File: src/rtl/lsc_pkg.sv
// Shared widths and helpers for the lens-shading-correction stream.
// Functions return 64-bit values; callers size-cast to their local widths.
package lsc_pkg;

    localparam int DEF_CHANNELS   = 3;
    localparam int DEF_DATA_WIDTH = 12;
    localparam int DEF_GAIN_WIDTH = 12;
    localparam int DEF_FRAC_BITS  = 8;
    localparam int DEF_CNT_WIDTH  = 24;

    // Half-LSB of the fractional part; zero when the gain is a pure integer.
    function automatic logic [63:0] round_const(input int frac_bits);
        return (frac_bits == 0) ? 64'd0 : (64'd1 << (frac_bits - 1));
    endfunction

    function automatic logic [63:0] max_pixel(input int width);
        return (64'd1 << width) - 64'd1;
    endfunction

    // Channel 0 occupies the most significant lane of a packed word.
    function automatic int lane_lsb(input int lane, input int channels, input int width);
        return (channels - 1 - lane) * width;
    endfunction

endpackage

File: src/rtl/lsc_lane.sv
// One colour channel: multiply by gain, round half-up and rescale, clamp.
// Stage registers advance only on the load strobes issued by the parent.
module lsc_lane
    import lsc_pkg::*;
#(
    parameter int DATA_WIDTH = DEF_DATA_WIDTH,
    parameter int GAIN_WIDTH = DEF_GAIN_WIDTH,
    parameter int FRAC_BITS  = DEF_FRAC_BITS
) (
    input  logic                  clock,
    input  logic                  reset,
    input  logic                  load1,
    input  logic                  load2,
    input  logic                  load3,
    input  logic [DATA_WIDTH-1:0] data,
    input  logic [GAIN_WIDTH-1:0] gain,
    input  logic                  bypass2,
    input  logic [DATA_WIDTH-1:0] raw2,
    output logic [DATA_WIDTH-1:0] result,
    output logic                  sat
);

    localparam int PW = DATA_WIDTH + GAIN_WIDTH;
    localparam int RW = PW + 1 - FRAC_BITS;
    localparam logic [PW:0]           ROUND = (PW + 1)'(round_const(FRAC_BITS));
    localparam logic [RW-1:0]         MAX_R = RW'(max_pixel(DATA_WIDTH));
    localparam logic [DATA_WIDTH-1:0] MAX_D = DATA_WIDTH'(max_pixel(DATA_WIDTH));

    logic [PW-1:0] product_reg;
    logic [RW-1:0] scaled_reg;
    logic [RW-1:0] scaled;
    logic          over;

    // Extra top bit on the rounding adder keeps the largest product from wrapping.
    assign scaled = RW'(({1'b0, product_reg} + ROUND) >> FRAC_BITS);
    assign over   = scaled_reg > MAX_R;

    always_ff @(posedge clock) begin
        if (load1) begin
            product_reg <= PW'(data) * PW'(gain);
        end
        if (load2) begin
            scaled_reg <= scaled;
        end
    end

    always_ff @(posedge clock) begin
        if (reset) begin
            result <= '0;
            sat    <= 1'b0;
        end else if (load3) begin
            result <= bypass2 ? raw2 : (over ? MAX_D : scaled_reg[DATA_WIDTH-1:0]);
            sat    <= ~bypass2 & over;
        end
    end

endmodule

File: src/rtl/lsc_stream.sv
// Three-stage lens-shading-correction stream with valid/ready backpressure,
// per-beat bypass and per-frame saturation count.
module lsc_stream
    import lsc_pkg::*;
#(
    parameter int CHANNELS   = DEF_CHANNELS,
    parameter int DATA_WIDTH = DEF_DATA_WIDTH,
    parameter int GAIN_WIDTH = DEF_GAIN_WIDTH,
    parameter int FRAC_BITS  = DEF_FRAC_BITS,
    parameter int CNT_WIDTH  = DEF_CNT_WIDTH
) (
    input  logic                           clock,
    input  logic                           reset,
    input  logic                           in_valid,
    output logic                           in_ready,
    input  logic [CHANNELS*DATA_WIDTH-1:0] in_data,
    input  logic [CHANNELS*GAIN_WIDTH-1:0] in_gain,
    input  logic                           in_sof,
    input  logic                           in_bypass,
    output logic                           out_valid,
    input  logic                           out_ready,
    output logic [CHANNELS*DATA_WIDTH-1:0] out_data,
    output logic                           out_sof,
    output logic [CNT_WIDTH-1:0]           sat_count
);

    localparam int NW = CHANNELS * DATA_WIDTH;
    localparam int CW = $clog2(CHANNELS + 1);

    logic valid1_reg, valid2_reg, valid3_reg;
    logic sof1_reg, sof2_reg, sof3_reg;
    logic bypass1_reg, bypass2_reg;
    logic [NW-1:0] raw1_reg, raw2_reg;
    logic [CNT_WIDTH-1:0] running_reg, running_next, sat_count_reg;

    logic ready1, ready2, ready3;
    logic load1, load2, load3;
    logic fire;
    logic [CHANNELS-1:0] lane_sat;
    logic [CW-1:0] clamp_count;
    logic [CNT_WIDTH:0] sum_wide;

    // A stage may take a new beat when empty or when its occupant moves on.
    assign ready3 = ~valid3_reg | out_ready;
    assign ready2 = ~valid2_reg | ready3;
    assign ready1 = ~valid1_reg | ready2;
    assign load1  = ready1 & in_valid;
    assign load2  = ready2 & valid1_reg;
    assign load3  = ready3 & valid2_reg;
    assign fire   = valid3_reg & out_ready;

    assign in_ready  = ready1;
    assign out_valid = valid3_reg;
    assign out_sof   = sof3_reg;
    assign sat_count = sat_count_reg;

    always_ff @(posedge clock) begin
        if (reset) begin
            valid1_reg <= 1'b0;
            valid2_reg <= 1'b0;
            valid3_reg <= 1'b0;
            sof3_reg   <= 1'b0;
        end else begin
            if (ready1) valid1_reg <= in_valid;
            if (ready2) valid2_reg <= valid1_reg;
            if (ready3) valid3_reg <= valid2_reg;
            if (load3)  sof3_reg   <= sof2_reg;
        end
    end

    always_ff @(posedge clock) begin
        if (load1) begin
            sof1_reg    <= in_sof;
            bypass1_reg <= in_bypass;
            raw1_reg    <= in_data;
        end
        if (load2) begin
            sof2_reg    <= sof1_reg;
            bypass2_reg <= bypass1_reg;
            raw2_reg    <= raw1_reg;
        end
    end

    for (genvar gi = 0; gi < CHANNELS; gi++) begin : g_lane
        localparam int DLSB = lane_lsb(gi, CHANNELS, DATA_WIDTH);
        localparam int GLSB = lane_lsb(gi, CHANNELS, GAIN_WIDTH);

        lsc_lane #(
            .DATA_WIDTH (DATA_WIDTH),
            .GAIN_WIDTH (GAIN_WIDTH),
            .FRAC_BITS  (FRAC_BITS)
        ) u_lane (
            .clock   (clock),
            .reset   (reset),
            .load1   (load1),
            .load2   (load2),
            .load3   (load3),
            .data    (in_data[DLSB +: DATA_WIDTH]),
            .gain    (in_gain[GLSB +: GAIN_WIDTH]),
            .bypass2 (bypass2_reg),
            .raw2    (raw2_reg[DLSB +: DATA_WIDTH]),
            .result  (out_data[DLSB +: DATA_WIDTH]),
            .sat     (lane_sat[gi])
        );
    end

    always_comb begin
        clamp_count = '0;
        for (int i = 0; i < CHANNELS; i++) begin
            clamp_count = clamp_count + CW'(lane_sat[i]);
        end
    end

    // Running total sticks at all-ones instead of wrapping.
    assign sum_wide     = {1'b0, running_reg} + (CNT_WIDTH + 1)'(clamp_count);
    assign running_next = sum_wide[CNT_WIDTH] ? '1 : sum_wide[CNT_WIDTH-1:0];

    always_ff @(posedge clock) begin
        if (reset) begin
            running_reg   <= '0;
            sat_count_reg <= '0;
        end else if (fire) begin
            if (sof3_reg) begin
                sat_count_reg <= running_reg;
                running_reg   <= CNT_WIDTH'(clamp_count);
            end else begin
                running_reg <= running_next;
            end
        end
    end

endmodule

File: config.mk
export PLATFORM = sky130hd
export DESIGN_NAME = lsc_stream
export DESIGN_NICKNAME = d
export VERILOG_FILES = /design/src/rtl/lsc_pkg.sv /design/src/rtl/lsc_lane.sv /design/src/rtl/lsc_stream.sv
export SDC_FILE = /design/constraint.sdc
export NUM_CORES = 1
export LEC_CHECK = 0
export CORE_ASPECT_RATIO = 1.5
export CORE_UTILIZATION = 55
export CTS_CLUSTER_DIAMETER = 30
export DETAILED_ROUTE_END_ITERATION = 10
export PLACE_DENSITY = 0.77
export SYNTH_ARGS = -nofsm -noshare
export SYNTH_HDL_FRONTEND = slang
export SYNTH_SLANG_ARGS = --single-unit
File: constraint.sdc
create_clock -name clock -period 26.9 [get_ports clock]
set_input_delay 4.035 -clock clock [delete_from_list [all_inputs] [get_ports clock]]
set_output_delay 4.035 -clock clock [all_outputs]
set_load 0.05 [all_outputs]
[Word-level counts from Yosys, hierarchy flattened]
Index checks and enable logic that the tools add are counted.
Operators by class
  $add $sub $neg: 6
  multiply operators: 3
  divide/modulo/power cells: 0
  magnitude comparators: 3
  equality and inequality tests: 0
  shifts and indexed selects: 0
  muxes and demuxes: 8
  bitwise operators: 14
  reduce and logical (&&, ||, !) cells: 1
Operator list (number)
  adder 24 x 8 -> 25 bit, second input constant: 3
  multiplier 12 x 12 -> 24 bit: 3
  two-way mux 12 bit: 6
  greater-than comparator 17 x 12 -> 1 bit, second input constant: 3
  two-way mux 24 bit: 2
  adder 24 x 2 -> 25 bit: 1
  AND 1 bit: 7
  inverter 1 bit: 4
  OR 1 bit: 3
  adder 1 x 1 -> 2 bit: 1
  adder 2 x 1 -> 2 bit: 1
  AND reduction 2 bit: 1
Storage, ports and cells
  register bits: 290
  bits in latches: 0
  RAM bits: 0
  ROM bits: 0
  logic and storage cells: 59
  memories kept: 0

[Longest topological paths before layout]
  depth after elaboration: 5
  mapped depth: 20
  mapped depth without buffers: 19

[By module]
Synthesis repeated with hierarchy kept, for this count alone.
Second synthesis, totals
  cells, all modules: 2369
  area total of the unflattened synthesis: 23862.9 µm²
Modules (own cells, without submodules)
  lsc_lane (g_lane[0].u_lane): times used 1, cells an instance 682, area an instance 6447.4 µm², seq. area each 1281.2 µm²
  lsc_lane (g_lane[1].u_lane): times used 1, cells an instance 663, area an instance 6348.6 µm², seq. area each 1281.2 µm²
  lsc_lane (g_lane[2].u_lane): times used 1, cells an instance 652, area an instance 6298.5 µm², seq. area each 1281.2 µm²
  lsc_stream: times used 1, cells an instance 372, area an instance 4768.3 µm², seq. area each 3323.2 µm²

[Worst setup path after synthesis]
Ideal clock, no wire load.
  path kind: in2reg
  from: in out_ready
  to: reg bypass2_reg, enable pin
  setup time: 0.672 ns
  data arrival time: 10.589 ns
  required time: 26.228 ns
  slack: 15.639 ns
  stages on the path: 2
  buffers on the path: 0
  cells stage by stage: nor2b_1 > a21boi_0
Between the ends
  longest elaborated chain between the ends: 3
RTL lines
  from (decl): RTL line lsc_stream.sv:21  | input logic out_ready,
  OR 1 bit: RTL line lsc_stream.sv:44  | assign ready3 = ~valid3_reg | out_ready;
  OR 1 bit: RTL line lsc_stream.sv:45  | assign ready2 = ~valid2_reg | ready3;
  AND 1 bit: RTL line lsc_stream.sv:48  | assign load2 = ready2 & valid1_reg;
  named net g_lane[0].u_lane.load2: RTL line lsc_lane.sv:13  | input logic load2,
  to (signal assigned): RTL line lsc_stream.sv:79  | bypass2_reg <= bypass1_reg;
  to (decl): RTL line lsc_stream.sv:32  | logic bypass1_reg, bypass2_reg;
The timed path passes the listed nets, and every way through them passes these cells.
A chain may end at the register's enable or synchronous reset.

[Worst setup path in the final report]
  from: in out_ready
  to: out in_ready
Between the ends
  longest elaborated chain between the ends: 3
RTL lines
  OR 1 bit: RTL line lsc_stream.sv:44
  OR 1 bit: RTL line lsc_stream.sv:45
  OR 1 bit: RTL line lsc_stream.sv:46  | assign ready1 = ~valid1_reg | ready2;
  to (decl): RTL line lsc_stream.sv:15  | output logic in_ready,
Every way passes these cells.

==> run_results.csv <==
group,metric,value,unit
status,outcome,"complete, no violations",
worst_setup_path,critPathLaunch,"out_ready",
synthesis,syn_area,23500,um^2
worst_setup_path,crit_path_frequent_cell,"clkdlybuf4s50_1",
sta,hold_violations,0,
worst_setup_path,crit_cells,4,
synthesis,async_flop_share,0,%
placed_design,dp_hpwl,39700,um
cts,clk_pin_slew,0.06,ns
die,dieArea,43700,um^2
worst_setup_path,startpoint_type,"input port",
die,die_w,171,um
sta,relSlewSlack,16.4,%
drt,vias,17000,
drt,drt_first_pass_iters,7,
cells_and_area,layout-drive-gt1-share,3.62,%
placed_design,placedCellCount,2999,
cts,clockRootBuffer,"clkbuf_16",
run,max_cap_viol_count,0,
worst_setup_path,crit_type,"in2out",
worst_setup_path,ff2ff_setup_slack,23.98,ns
drt,drt_iter0_drc,999,
grt,grt_max_degree,83,
placed_design,gp_congestion,0.887,
sta,tightest_slew,1.25,ns
sta,setup_tns,0,ns
grt,grt_pass1_wl,87100,um
worst_setup_path,end_kind,"output port",
worst_setup_path,cp.required,22.86,ns
worst_hold_path,hp-class,"reg2reg",
synthesis,synth_top_area_share,25.4,%
die,rows,92,
cts,cts_resized,0,
synthesis,yosys_warnings,0,
synthesis,postSynthAreaPerCell,9.81,um^2
worst_setup_path,critPathCapture,"in_ready",
cts,post_cts_buffers,0,
cts,clk-insertion-delay-late,0.54,ns
die,start_util,55.9,%
power,ir_worst_vdd,63.7,uV
worst_hold_path,hold_depth,0,
cts,htree_levels,2,
drt,antenna_left,0,
worst_setup_path,worstPathCellList,"clkdlybuf4s50_1 -> nor2b_1 -> nand3_1 -> clkdlybuf4s50_1",
cells_and_area,fill_cells,3342,
cts,cts_sinks,269,
cells_and_area,finalInstanceArea,26800,um^2
power,p_per_area,95.6,nW/um^2
sta,rsz0062_at_grt,"no",
sta,finalCritPeriodShare,37.2,%
drt,wl_per_cell,16.8,um
die,die_h,255,um
cts,cts_buffers,43,
drt,routed_wl,51800,um
die,io_pins,141,
grt,track_usage,24.9,%
die,core_area,42100,um^2
sta,fin_skew,0.0142,ns
placed_design,dpl-instance-area,25300,um^2
cells_and_area,area_growth,13.7,%
cells_and_area,n_antenna_cell,0,
grt,use_met2,47.3,%
synthesis,synth_area_leaders,"fa_1, edfxtp_1, ha_1",
power,power,2.56,mW
cts,clk_path_buf_depth,3,
drt,vias_per_cell,5.53,
synthesis,ys_types,57,
worst_setup_path,arrival,5.96,ns
placed_design,io_buffer_count,140,
synthesis,netlist_instances,2401,
synthesis,synthFlopType,"edfxtp_1",
worst_setup_path,cp_slowest_stage_delay,0.73,ns
synthesis,yosysTopAreaCell,"fa_1",
grt,top_usage_layer,"met2",
synthesis,synth-edff-count,178,
drt,drc,0,
cts,cts-hold-fix-buffers,0,
cts,cts_tree,"yes",
worst_setup_path,slowest_stage,"clkdlybuf4s50_1",
worst_setup_path,r2r_start,"g_lane[0].u_lane.sat$_SDFFE_PP0P_",
worst_setup_path,crit_buf_inv,2,
cells_and_area,fin_util,63.6,%
worst_setup_path,cp_max_fo,7,
sta,slew_viol_final,0,
sta,setup_viol,0,
cells_and_area,nNetsFinal,3036,
grt,gr-usage-met1,26.6,%
grt,gr-total-overflow,0,
worst_setup_path,cpLargestDelayFamily,"buffers and inverters",
grt,grt_pass1_vias,18500,
synthesis,synth_nets,2957,
grt,met3_usage,3.55,%
power,cellLeakagePower,11.9,nW
worst_setup_path,r2r_end,"running_reg[23]$_SDFFE_PP0P_",
synthesis,synth-seq-area-share,30.4,%
worst_setup_path,r2r_cells,8,
sta,max_freq,0.100,GHz
grt,antenna_found_initial,1,
synthesis,synth-seq-cells,269,
sta,min_period,10.0,ns
cells_and_area,fin_cells,3079,
-- synthesized netlist by cell type (10+ instances only) --
master    instances
ha_1            179
a31oi_1          10
a21oi_1         109
nor3_1           41
dfxtp_1          91
nand4_1          14
o21a_1           12
inv_1           385
fa_1            299
nor2b_1          12
o21bai_1         11
xnor2_1          65
nand3_1          33
a21o_1           12
or3_1            22
xor2_1           30
and2_1          170
and3_1           20
clkbuf_1        105
nor2_1           94
o21ai_0          42
nand2_1         371
o221ai_1         18
edfxtp_1        178
-- cell usage in the layout, fill, tap and decap left out, types with 14 or more instances in the layout --
master	instances
nor3_1	41
o221ai_1	18
ha_1	179
nand4_1	14
xnor2_1	65
fa_1	299
inv_1	385
and3_1	20
or3_1	22
xor2_1	30
edfxtp_1	178
nand2_1	371
a21oi_1	109
nor2_1	94
dfxtp_1	91
o21ai_0	42
clkbuf_16	44
and2_1	170
clkdlybuf4s50_1	139
nand3_1	33
-- through the flow --
stage               setup WS (ns)  hold WS [ns]
finish                      16.90         0.414
detailed placement          16.90         0.405
global route                16.77         0.412
floorplan                   15.64         0.400
global placement            16.95         0.401
CTS                         16.89         0.414
-- area by class of cell --
class | instances | area (um^2) | share of cell area [%]
tap | 564 | 706 | 2.63
clock inverter | 27 | 352 | 1.31
sequential | 269 | 7170 | 26.8
multi-input combinational | 1636 | 14500 | 54.3
clock buffer | 53 | 1140 | 4.27
inverter | 385 | 1450 | 5.40
timing repair buffer | 145 | 1430 | 5.35
-- worst min path at each step --
stage	startpoint	endpoint	slack (ns)
after detailed placement	raw1_reg[34]$_DFFE_PP_	raw2_reg[34]$_DFFE_PP_	0.40
after floorplan	bypass1_reg$_DFFE_PP_	bypass2_reg$_DFFE_PP_	0.40
final	raw1_reg[5]$_DFFE_PP_	raw2_reg[5]$_DFFE_PP_	0.41
after global placement	sof1_reg$_DFFE_PP_	sof2_reg$_DFFE_PP_	0.40
after CTS	raw1_reg[5]$_DFFE_PP_	raw2_reg[5]$_DFFE_PP_	0.41
after global routing	raw1_reg[20]$_DFFE_PP_	raw2_reg[20]$_DFFE_PP_	0.41
-- cells by family (layout without fill, tap and decap cells) --
| logic type | count (synthesis) | after routing | synth area share [%] |
|---|---|---|---|
| AND/OR/NAND/NOR | 811 | 811 | 16.6 |
| AO/OA/AOI/OAI | 250 | 250 | 6.47 |
| multiplexers | 2 | 2 | 0.0850 |
| buffers and inverters | 496 | 610 | 7.95 |
| XOR/XNOR | 95 | 95 | 3.53 |
| adder cells (fa/ha/maj) | 478 | 478 | 34.9 |
| flip-flops | 269 | 269 | 30.4 |
-- routing by layer --
metal,wire length [um],up-vias
met5,14,-
met4,2130,2
met3,2510,174
met2,28500,516
met1,18700,8493
li1,-,7842
-- report_power, final --
group          switching, mW  leakage, nW  internal (mW)
logic                  0.768         8.70          0.590
clock network          0.202        0.729          0.357
registers             0.0469         2.44          0.597
Power figures use the tool's default switching activity.
